File: config.mk
export PLATFORM = sky130hd
export DESIGN_NAME = dll_lock_ctrl
export DESIGN_NICKNAME = d
export VERILOG_FILES = /design/src/rtl/dll_lock_ctrl.sv
export SDC_FILE = /design/constraint.sdc
export NUM_CORES = 1
export LEC_CHECK = 0
export CAP_MARGIN = 15
export CORE_AREA = 2 2 59 89
export CTS_BUF_LIST = sky130_fd_sc_hd__clkbuf_8
export DETAILED_ROUTE_END_ITERATION = 12
export DIE_AREA = 0 0 61 91
export GPL_TIMING_DRIVEN = 1
export PLACE_DENSITY = 0.69
export SYNTH_ARGS = -nofsm -noshare
export SYNTH_HDL_FRONTEND = slang
export SYNTH_SLANG_ARGS = --single-unit
File: constraint.sdc
create_clock -name clk -period 2.55 [get_ports clk]
set_input_delay 0.51 -clock clk [delete_from_list [all_inputs] [get_ports clk]]
set_output_delay 0.51 -clock clk [all_outputs]
set_load 0.005 [all_outputs]
File: src/rtl/dll_lock_ctrl.sv
// -----------------------------------------------------------------------------
// dll_lock_ctrl
//   Lock controller for the delay-locked loop core. It walks the delay-line tap
//   code using phase-detector samples. After every code step it waits for the
//   line to settle. It then majority-votes a window of valid samples and steps
//   the code up or down, or holds it. Lock is declared after a run of direction
//   reversals and is dropped when two consecutive steps go the same way.
//
// Ports
//   clk          system clock (only clock)
//   rst          synchronous active-high reset
//   en_i         run enable; low returns the controller to IDLE
//   pd_valid_i   phase-detector sample qualifier
//   pd_late_i    1 = delayed edge late (code must decrease); used when valid
//   code_init_i  starting code, loaded when leaving IDLE
//   code_o       tap code to the delay line
//   locked_o     lock indication
//   sat_o        last decision hit a code bound
//   busy_o       controller not in IDLE
// -----------------------------------------------------------------------------
module dll_lock_ctrl #(
  parameter int CODE_W     = 6,
  parameter int SETTLE_CYC = 4,
  parameter int AVG_LOG2   = 3,
  parameter int LOCK_REV   = 4
) (
  input  logic              clk,
  input  logic              rst,
  input  logic              en_i,
  input  logic              pd_valid_i,
  input  logic              pd_late_i,
  input  logic [CODE_W-1:0] code_init_i,
  output logic [CODE_W-1:0] code_o,
  output logic              locked_o,
  output logic              sat_o,
  output logic              busy_o
);

  localparam int WIN   = 1 << AVG_LOG2;
  localparam int HALF  = WIN / 2;
  localparam int CNT_W = AVG_LOG2 + 1;
  localparam int SET_W = (SETTLE_CYC < 1) ? 1 : $clog2(SETTLE_CYC + 1);
  localparam int REV_W = (LOCK_REV < 1) ? 1 : $clog2(LOCK_REV + 1);

  typedef enum logic [1:0] {IDLE, SETTLE, SAMPLE, DECIDE} state_t;
  typedef enum logic [1:0] {DIR_NONE, DIR_UP, DIR_DN} dir_t;

  state_t             state_reg, state_next;
  dir_t               hist_reg, hist_next;
  dir_t               dir;
  logic [CODE_W-1:0]  code_reg, code_next;
  logic               locked_reg, locked_next;
  logic               sat_reg, sat_next;
  logic [SET_W-1:0]   settle_cnt_reg, settle_cnt_next;
  logic [CNT_W-1:0]   sample_cnt_reg, sample_cnt_next;
  logic [CNT_W-1:0]   late_cnt_reg, late_cnt_next;
  logic [REV_W-1:0]   rev_cnt_reg, rev_cnt_next;
  logic [REV_W-1:0]   rev_inc;
  logic               at_bound;

  always_ff @(posedge clk) begin
    if (rst) begin
      state_reg      <= IDLE;
      hist_reg       <= DIR_NONE;
      code_reg       <= '0;
      locked_reg     <= 1'b0;
      sat_reg        <= 1'b0;
      settle_cnt_reg <= '0;
      sample_cnt_reg <= '0;
      late_cnt_reg   <= '0;
      rev_cnt_reg    <= '0;
    end else begin
      state_reg      <= state_next;
      hist_reg       <= hist_next;
      code_reg       <= code_next;
      locked_reg     <= locked_next;
      sat_reg        <= sat_next;
      settle_cnt_reg <= settle_cnt_next;
      sample_cnt_reg <= sample_cnt_next;
      late_cnt_reg   <= late_cnt_next;
      rev_cnt_reg    <= rev_cnt_next;
    end
  end

  always_comb begin
    state_next      = state_reg;
    hist_next       = hist_reg;
    code_next       = code_reg;
    locked_next     = locked_reg;
    sat_next        = sat_reg;
    settle_cnt_next = settle_cnt_reg;
    sample_cnt_next = sample_cnt_reg;
    late_cnt_next   = late_cnt_reg;
    rev_cnt_next    = rev_cnt_reg;
    // Majority vote: more late samples than half means the code must come down.
    dir      = (late_cnt_reg > CNT_W'(HALF)) ? DIR_DN : DIR_UP;
    at_bound = (dir == DIR_DN) ? (code_reg == '0) : (code_reg == {CODE_W{1'b1}});
    // The reversal count sticks at LOCK_REV so that lock holds while the loop dithers.
    rev_inc  = (rev_cnt_reg == REV_W'(LOCK_REV)) ? rev_cnt_reg : rev_cnt_reg + REV_W'(1);

    if (state_reg != IDLE && !en_i) begin
      // Disable wins over any in-flight step; the code is held for the delay line.
      state_next      = IDLE;
      locked_next     = 1'b0;
      sat_next        = 1'b0;
      sample_cnt_next = '0;
      late_cnt_next   = '0;
    end else begin
      case (state_reg)
        IDLE: begin
          if (en_i) begin
            state_next      = SETTLE;
            code_next       = code_init_i;
            settle_cnt_next = SET_W'(SETTLE_CYC);
            rev_cnt_next    = '0;
            hist_next       = DIR_NONE;
            sat_next        = 1'b0;
            sample_cnt_next = '0;
            late_cnt_next   = '0;
          end
        end
        SETTLE: begin
          // The last settle cycle is the one with the count at 1.
          if (settle_cnt_reg <= SET_W'(1)) state_next = SAMPLE;
          else settle_cnt_next = settle_cnt_reg - SET_W'(1);
        end
        SAMPLE: begin
          if (pd_valid_i) begin
            sample_cnt_next = sample_cnt_reg + CNT_W'(1);
            late_cnt_next   = late_cnt_reg + CNT_W'(pd_late_i);
            if (sample_cnt_reg == CNT_W'(WIN - 1)) state_next = DECIDE;
          end
        end
        DECIDE: begin
          sample_cnt_next = '0;
          late_cnt_next   = '0;
          if (late_cnt_reg == CNT_W'(HALF)) begin
            // Tie: the code has not moved, so there is nothing to settle.
            state_next = SAMPLE;
          end else if (at_bound) begin
            sat_next     = 1'b1;
            rev_cnt_next = '0;
            locked_next  = 1'b0;
            hist_next    = dir;
            state_next   = SAMPLE;
          end else begin
            code_next = (dir == DIR_UP) ? code_reg + CODE_W'(1) : code_reg - CODE_W'(1);
            sat_next  = 1'b0;
            if (hist_reg != DIR_NONE && dir != hist_reg) begin
              rev_cnt_next = rev_inc;
              if (rev_inc == REV_W'(LOCK_REV)) locked_next = 1'b1;
            end else if (dir == hist_reg) begin
              rev_cnt_next = '0;
              locked_next  = 1'b0;
            end
            hist_next       = dir;
            settle_cnt_next = SET_W'(SETTLE_CYC);
            state_next      = SETTLE;
          end
        end
        default: state_next = IDLE;
      endcase
    end
  end

  assign code_o   = code_reg;
  assign locked_o = locked_reg;
  assign sat_o    = sat_reg;
  assign busy_o   = (state_reg != IDLE);

endmodule

==> results.tsv <==
metric	value	unit
number of global-route vias before repair	1629	
R2R depth	9	
type of the worst setup path	reg -> reg	
drt total wl	4.008	mm
via count	1629	
Tcrit/Tclk final	0.8999	
EDFF count, synth	0	
Fillers	488	
Pwr Density	768.3	nW/um2
Clk Latency, worst-skew pair	0.28	ns
fmax	435.8	MHz
Ant. Diodes	0	
min Tclk post-route	2.295	ns
Tot GR Track Use	0.1658	
max-cap violations	0	
Rows	31	
router iterations before antenna repair	4	
reg-to-reg setup timing slack	0.26	ns
Hold-fix buffers, CTS	0	
RSZ-0062 raised after global routing	false	
final core area utilization	0.4600	
max-slew violations	0	
share of cells above drive strength 1	0.1330	
DRC Markers	0	
CP required	2.76	ns
skew final	0.001640	ns
Crit. End Element	register	
Combinational Power Share	0.499	
synth top area cells	dfxtp_1, ha_1, nor2_1	
worst hold slack	0.5120	ns
status	finished clean	
CP Max Fanout	7	
most frequent cell after synthesis	dfxtp_1	
Mean Syn Cell Area	8.897	um2
Die Span Y	91	um
internal power	1021	uW
H-tree depth	1	
maximum clock insertion buffer count	2	
vias per inst	5.448	
first-pass GRT wire length	7.155	mm
Starting Density	0.3879	
overflow left after global routing	0	
Cell variety after synth	59	
switch share	0.3942	
CTS tree	built	
Yosys reg bits	26	
Hold Path Depth	2	
Synth area leader	dfxtp_1	
Antenna Nets Post-Route	0	
total die area	5551	um2
WL per Instance	13.40	um
synth-to-layout area growth	18.59	%
P_sw	664.6	uW
Tightest Hold Check Type	reg -> reg	
Synth top cells by count	dfxtp_1, nor2_1, inv_1, ha_1, nand2_1	
nets@finish	260	
hpwl dp	3.085	mm
Critical Path AT	2.51	ns
Synth Instances	208	
Worst Setup Start Kind	register	
Post-Syn Nets	234	
sequential area share after synthesis	0.2813	
initial DRC count	44	
clk slew on worst S/H paths	0.09	ns
Die X	61	um
count of final setup violators	0	
Netlist Area Pre-Place	1851	um2
CTS Buf Count	3	
pin count of the biggest net entering global routing	17	
Max IR drop VDD	0.0003952	V
max_slew headroom	0.3893	
Setup Fix Bufs, Post-CTS	0	
I/O Buffers	19	
leakage	0.0008248	uW
Worst Tran Pin Value	0.9083	ns
FF-to-FF Start	late_cnt_reg[1]	
critical path launch point	late_cnt_reg[1]	
Clock Power Share	0.166	
Hold Fails Final Rpt	0	
total number of yosys warnings	0	
Sink Count	26	
post-synth top area share	0.2813	
placeable core area	4771	um2
max FFs per register	6	
gpl congestion	0.8283	
Clock Tree Root	clkbuf_8	
Setup TNS	0	ns
RR Endpoint	code_o[5]	
antenna violations before repair	0	
proportion of synthesized flip-flops having asynchronous set or reset	0	
post-CTS sizing	0	
predominant post-synthesis flop cell	dfxtp_1	
share of total power in sequential cells	0.335	
# IOs	20	
Critical Path End	code_o[5]	
## placed cells by master (no fill, tap or decap), drive strengths merged, types with 7 or more instances in the layout
cell type       n
dfxtp          26
nor2           25
clkdlybuf4s50  19
inv            15
ha             14
nand2          13
a211oi         12
a21oi           8
nor2b           7
buf             7
## cells by family (layout without fill, tap and decap cells)
kind of cell             after synthesis  after routing  share of synthesized area
flip-flops                            26             26                     0.2813
multiplexers                           5              5                    0.02705
buffers and inverters                 20             45                    0.05003
AO/OA/AOI/OAI                         60             60                     0.2820
adder cells (fa/ha/maj)               15             15                     0.1055
AND/OR/NAND/NOR                       77             77                     0.2306
XOR/XNOR                               5              5                    0.02367
## metrics by stage
step | power, uW | cell area (um2) | std cells | setup slack (ns)
2_1_floorplan | 1174 | 1851 | 208 | 0.2613
3_3_place_gp | 1405 | 2140 | 295 | 0.3338
3_5_place_dp | 1416 | 2140 | 295 | 0.2847
4_1_cts | 1699 | 2195 | 299 | 0.2505
5_1_grt | 1827 | 2195 | 299 | 0.04860
6_report | 1686 | 2195 | 299 | 0.2554
## critical path: stages (launching register included)
cell      delay, ns
dfxtp_1        0.39
o21a_2         0.26
nor2_1         0.12
inv_1          0.11
ha_1           0.31
a211o_1        0.31
a211oi_1       0.27
nor4_1         0.10
nand3b_1       0.18
a211oi_2       0.17
## how the worst min path moves through the flow
stage,from,endpoint,slack [ns]
CTS,sample_cnt_reg[3],sample_cnt_reg[3],0.52
global route,sample_cnt_reg[3],sample_cnt_reg[3],0.57
floorplan,sample_cnt_reg[3],sample_cnt_reg[3],0.47
finish,sample_cnt_reg[3],sample_cnt_reg[3],0.51
detailed placement,sample_cnt_reg[3],sample_cnt_reg[3],0.50
global placement,sample_cnt_reg[3],sample_cnt_reg[3],0.49
## routing by layer
layer	global-route usage	wire (um)
met1	0.1975	1698
met2	0.2832	2061
met3	0.02279	141
met4	0.07246	106
met5	0	0
## power groups by stage
stage	sequential, uW	combinational, uW	clock, uW
after floorplan	555	619	0
after global placement	573	832	0
after detailed placement	574	842	0
after CTS	565	847	287
after global routing	579	943	305
final	565	841	279
## area by class of cell
class / instances / area [um2] / area share
multi-input combinational: 162 / 1237 / 0.5639
sequential: 26 / 520.5 / 0.2372
timing repair buffer: 26 / 242.7 / 0.1106
tap: 66 / 82.58 / 0.03763
inverter: 15 / 56.30 / 0.02566
clock buffer: 4 / 55.05 / 0.02509
Power figures use the tool's default switching activity.
